$ cat config.mk
export PLATFORM = sky130hd
export DESIGN_NAME = tinker_fetch_queue
export DESIGN_NICKNAME = d
export VERILOG_FILES = /design/src/rtl/tinker_fetch_queue.sv
export SDC_FILE = /design/constraint.sdc
export NUM_CORES = 1
export LEC_CHECK = 0
export ABC_AREA = 1
export ABC_CLOCK_PERIOD_IN_PS = 9100
export CAP_MARGIN = 20
export CORE_UTILIZATION = 55
export DETAILED_ROUTE_END_ITERATION = 8
export PLACE_DENSITY_LB_ADDON = 0.15
export REMOVE_ABC_BUFFERS = 1
export SLEW_MARGIN = 30
export SYNTH_ARGS = -nofsm -noshare
export SYNTH_HDL_FRONTEND = slang
export SYNTH_SLANG_ARGS = --single-unit
$ cat constraint.sdc
create_clock -name clk -period 9.1 [get_ports clk]
set_clock_uncertainty 0.05 [all_clocks]
set_input_delay 0.91 -clock clk [delete_from_list [all_inputs] [get_ports clk]]
set_output_delay 0.91 -clock clk [all_outputs]
set_load 0.02 [all_outputs]
$ cat src/rtl/tinker_fetch_queue.sv
// tinker_fetch_queue: PC owner and instruction fetch queue for the Tinker core.
// Issues one 4-byte fetch at a time over a valid/ready memory port, buffers
// each returned instruction with its PC in a DEPTH-entry FIFO toward decode,
// and flushes everything (dropping any in-flight response) on a redirect.
// Optional per-event counters are enabled with `define TINKER_FETCH_STATS_EN.

module tinker_fetch_queue #(
    parameter int unsigned        ADDR_W   = 64,
    parameter int unsigned        INSTR_W  = 32,
    parameter int unsigned        DEPTH    = 4,
    parameter logic [ADDR_W-1:0]  RESET_PC = ADDR_W'(64'h2000)
) (
    input  logic               clk,
    input  logic               reset,
    input  logic               redirect,
    input  logic [ADDR_W-1:0]  redirect_pc,
    output logic               mem_req_valid,
    output logic [ADDR_W-1:0]  mem_req_addr,
    input  logic               mem_req_ready,
    input  logic               mem_rsp_valid,
    input  logic [INSTR_W-1:0] mem_rsp_instr,
    output logic               instr_valid,
    output logic [INSTR_W-1:0] instr,
    output logic [ADDR_W-1:0]  instr_pc,
    input  logic               instr_ready,
    output logic [31:0]        stat_fetched,
    output logic [31:0]        stat_dropped
);

    localparam int unsigned        PTR_W    = $clog2(DEPTH);
    localparam int unsigned        CNT_W    = PTR_W + 1;
    localparam logic [CNT_W-1:0]   FULL_CNT = CNT_W'(DEPTH);

    // IDLE: free to issue; WAIT: one request outstanding, response kept;
    // DROP: one request outstanding, response will be discarded.
    typedef enum logic [1:0] {
        IDLE = 2'd0,
        WAIT = 2'd1,
        DROP = 2'd2
    } state_t;

    state_t             state_q, state_d;
    logic [ADDR_W-1:0]  pc_q, pc_d;
    logic [CNT_W-1:0]   count_q, count_d;
    logic [PTR_W-1:0]   rd_ptr_q, rd_ptr_d;
    logic [PTR_W-1:0]   wr_ptr_q, wr_ptr_d;

    logic [INSTR_W-1:0] instr_mem_q [DEPTH];
    logic [ADDR_W-1:0]  pc_mem_q    [DEPTH];

    logic               accept;
    logic               push_en;
    logic               pop_en;

    // Handshake qualifiers and head-of-queue outputs.
    always_comb begin
        mem_req_valid = !reset && (state_q == IDLE) && (count_q < FULL_CNT) && !redirect;
        mem_req_addr  = pc_q;
        accept        = mem_req_valid && mem_req_ready;
        push_en       = (state_q == WAIT) && mem_rsp_valid && !redirect;
        instr_valid   = (count_q != '0) && !redirect;
        pop_en        = instr_valid && instr_ready;
        instr         = instr_valid ? instr_mem_q[rd_ptr_q] : '0;
        instr_pc      = instr_valid ? pc_mem_q[rd_ptr_q]    : '0;
    end

    // Next-state logic for the request FSM, PC and FIFO bookkeeping.
    always_comb begin
        // NOTE: every variable gets a default first so no path leaves it unassigned and infers a latch.
        state_d  = state_q;
        pc_d     = pc_q;
        count_d  = count_q;
        rd_ptr_d = rd_ptr_q;
        wr_ptr_d = wr_ptr_q;

        unique case (state_q)
            IDLE: if (accept) state_d = WAIT;
            WAIT: begin
                if (mem_rsp_valid) state_d = IDLE;
                else if (redirect) state_d = DROP;
            end
            DROP: if (mem_rsp_valid) state_d = IDLE;
            default: state_d = IDLE;
        endcase

        if (redirect) begin
            pc_d     = {redirect_pc[ADDR_W-1:2], 2'b00};
            count_d  = '0;
            rd_ptr_d = '0;
            wr_ptr_d = '0;
        end else begin
            if (accept) pc_d = pc_q + ADDR_W'(4);
            if (push_en) wr_ptr_d = wr_ptr_q + PTR_W'(1);
            if (pop_en)  rd_ptr_d = rd_ptr_q + PTR_W'(1);
            unique case ({push_en, pop_en})
                2'b10:   count_d = count_q + CNT_W'(1);
                2'b01:   count_d = count_q - CNT_W'(1);
                default: count_d = count_q;
            endcase
        end
    end

    // Control state registers with synchronous reset.
    always_ff @(posedge clk) begin
        // NOTE: non-blocking assignments so every register samples pre-edge values regardless of statement order.
        if (reset) begin
            state_q  <= IDLE;
            pc_q     <= RESET_PC;
            count_q  <= '0;
            rd_ptr_q <= '0;
            wr_ptr_q <= '0;
        end else begin
            state_q  <= state_d;
            pc_q     <= pc_d;
            count_q  <= count_d;
            rd_ptr_q <= rd_ptr_d;
            wr_ptr_q <= wr_ptr_d;
        end
    end

    // FIFO storage write; the PC of a response is the address that was issued.
    always_ff @(posedge clk) begin
        // NOTE: storage is deliberately not reset; count==0 already marks every entry invalid.
        if (push_en) begin
            instr_mem_q[wr_ptr_q] <= mem_rsp_instr;
            pc_mem_q[wr_ptr_q]    <= pc_q - ADDR_W'(4);
        end
    end

`ifdef TINKER_FETCH_STATS_EN
    logic [31:0] fetched_q;
    logic [31:0] dropped_q;
    logic        drop_en;

    // A response is discarded when it lands in DROP or together with a redirect.
    assign drop_en = mem_rsp_valid &&
                     ((state_q == DROP) || ((state_q == WAIT) && redirect));

    // Wrapping event counters for pushed and discarded responses.
    always_ff @(posedge clk) begin
        if (reset) begin
            fetched_q <= '0;
            dropped_q <= '0;
        end else begin
            if (push_en) fetched_q <= fetched_q + 32'd1;
            if (drop_en) dropped_q <= dropped_q + 32'd1;
        end
    end

    assign stat_fetched = fetched_q;
    assign stat_dropped = dropped_q;
`else
    assign stat_fetched = '0;
    assign stat_dropped = '0;
`endif

endmodule

==> impl_results.md <==
- Status: finished clean
- GR peak layer: met2
- Final net count: 2,732
- GRT Overall Usage: 0.306
- Post-Syn Instances: 2,418
- First-pass GRT wire length: 94,800 um
- Slew HR: 0.370
- Die area: 40,400 sq um
- EDFF count, synth: 376
- Endpoints failing setup: 0
- Power Dens Cells: 176 nW/um^2
- Antenna violations before repair: 0
- Dominant synthesized flop cell: edfxtp_1
- Clock slew at reported path FFs: 60 ps
- H-tree depth: 2
- GRT met1 Usage: 0.420
- M3 GR Usage: 0.0442
- DRC viols: 0
- Clk buf depth: 3
- Critical path type: in -> out
- Cell Area, Synth: 21,800 sq um
- Vias in the first global route: 17,000
- Initial cell density of the core: 0.561
- Top cells by count, synth: 608 x nor2_1, 376 x edfxtp_1, 369 x nand2_1
- Min-delay worst type: reg -> reg
- RD Place Congestion: 0.944
- M2 GR Usage: 0.497
- Top cell by count, worst path: buf_4
- Grt total ovfl: 0
- Max-slew violations: 0
- Max-cap viol count: 0
- Ant. Diodes: 0
- HP Start: rd_ptr_q[1]$_SDFFE_PP0P_
- WP data arrival: 4230 ps
- CTS Sinks: 449
- Die X: 201 um
- CP Max Fanout: 64
- Via Count: 17,600
- Post_cts resized: 0
- R2R cell count: 8
- CTS tree: yes
- Final wirelength: 62,400 um
- Top-count cell post-synth: nor2_1
- Die H: 201 um
- DR vias/cell: 5.54
- DR iter-0 viols: 1,768
- P_leak: 9.16 nW
- Final total negative setup slack: 0 ps
- Placeable Area: 38,800 sq um
- Layout cells sized above 1: 0.0508
- CP cell instances: buf_2 > buf_4 > a31oi_1 > clkinv_2 > buf_4 > a21oi_1 > clkdlybuf4s50_1
- Fin crit share: 0.571
- Clk_lat worst skew: 590 ps
- Antenna Nets Post-Route: 0
- Worst VDD drop: 150 uV
- Fmax achieved: 193 MHz
- Largest net degree at the start of global routing: 121
- Area leader, netlist: edfxtp_1
- R2R Path End: pc_mem_q[2][50]$_DFFE_PP_
- Post-CTS Setup Bufs: 0
- Post-synthesis sequential area ratio: 0.585
- Main area contributors after synthesis: edfxtp_1 52%, nor2_1 10%, dfxtp_1 6.7%
- Port bufs: 257
- WL/cell: 19.7 um
- Worst setup SP type: input pin
- Crit-path max cell delay: 670 ps
- Final hold vios: 0
- Drt pass-1 iters: 6
- Rows: 72
- Cts hold-fix bufs: 0
- Actual slew at the worst max-slew pin: 945 ps
- Worst path required time: 8140 ps
- R2R setup slack: 6150 ps
- Reg2reg start: mem_req_addr[2]$_SDFFE_PP0P_
- Synth warnings: 0
- DP HPWL: 41,100 um
- CP max stage cell: clkinv_2
- Post-synth top area share: 0.518
- Ys async rst share: 0
- Critical Path Source: redirect
- Area Growth Syn to Fin: 19.3%
- FILL cells: 3,131
- Clk root buf: clkbuf_16
- Total power: 4.58 mW
- Hold Path Stages: 2
- Post-synth cell types: 38
- Boundary Pins: 328
- Minimum clock period: 5190 ps
- Synthesized area per cell: 9.01 sq um
- CTS buffer count: 47
- Synthesis-stage register bit count: 449
- CP Capture Type: output port
- Unrepaired setup endpoints after global routing: no
-- power breakdown --
group          switching [mW]  total, mW  internal [mW]
logic                   0.233      0.357          0.124
clock network           0.791       1.91           1.12
registers              0.0505       2.31           2.26
-- sequential cells by signal, summed over array words and instances (netlist names), named ones only --
signal	flops
rd_ptr_q	2
pc_mem_q	248
count_q	3
mem_req_addr	62
instr_mem_q	128
state_q	2
wr_ptr_q	2
-- layer usage --
layer,wire (um),vias up
li1,-,8349
met1,26300,8407
met2,29700,722
met3,4490,123
met4,2010,0
met5,0,-
-- cell families after synthesis --
family                     count (synthesis)  share of synthesized area
other                                      1                   0.000172
AOI/OAI and AO/OA                        431                      0.101
buffers and inverters                    332                     0.0712
xor gates and xnor gates                  72                     0.0289
DFF                                      449                      0.585
adders and majority gates                  8                    0.00494
and+or+nand+nor                         1125                      0.209
-- worst max-delay path, delay by kind of cell --
family	cells	cell delay (ps)
AO/OA/AOI/OAI	2	850
buffers and inverters	5	2330
-- stage by stage --
step / cell area, sq um / cells / utilization / worst slack, ps / hold slack, ps
floorplan: 21000 / 2298 / - / 2020 / 386
global placement: 24400 / 3089 / 0.629 / 3890 / 388
detailed placement: 24400 / 3090 / 0.630 / 3900 / 400
CTS: 26000 / 3175 / 0.669 / 3880 / 409
global route: 26000 / 3176 / 0.670 / 3710 / 422
finish: 26000 / 3176 / 0.670 / 3910 / 412
-- worst max path at each step --
stage	end	slack, ps	depth (start not counted)
final	instr_pc[26]	3910	7
after CTS	instr_pc[26]	3880	7
after global routing	instr_pc[26]	3710	7
after global placement	instr_pc[23]	3890	7
after floorplan	instr_pc[62]	2020	3
after detailed placement	instr_pc[26]	3900	7
-- placed cells by master, fill, tap and decap left out, types with 7 or more instances in the layout --
| cell | count |
|---|---|
| nor2_1 | 604 |
| edfxtp_1 | 376 |
| nand2_1 | 368 |
| clkdlybuf4s50_1 | 255 |
| o21ai_0 | 222 |
| a21oi_1 | 152 |
| inv_1 | 134 |
| nand3_1 | 83 |
| dfxtp_1 | 71 |
| conb_1 | 68 |
| xor2_1 | 67 |
| clkbuf_16 | 47 |
| o21ai_1 | 32 |
| nand4_1 | 20 |
| a31oi_1 | 17 |
| buf_4 | 15 |
| nor2_2 | 11 |
| nor2_4 | 10 |
| clkinv_1 | 9 |
| clkbuf_1 | 9 |
| clkinv_2 | 8 |
| inv_2 | 7 |
| ha_1 | 7 |
-- layout make-up --
type,instances,area (sq um),area share
flip-flops and latches,449,12800,0.491
multi-input cells,1704,7770,0.299
repair buffers,275,2730,0.105
clock buffers,59,1250,0.0481
well taps,518,648,0.0249
inverters,145,551,0.0212
clock inverters,26,280,0.0108
(Power assumes the default switching activity.)
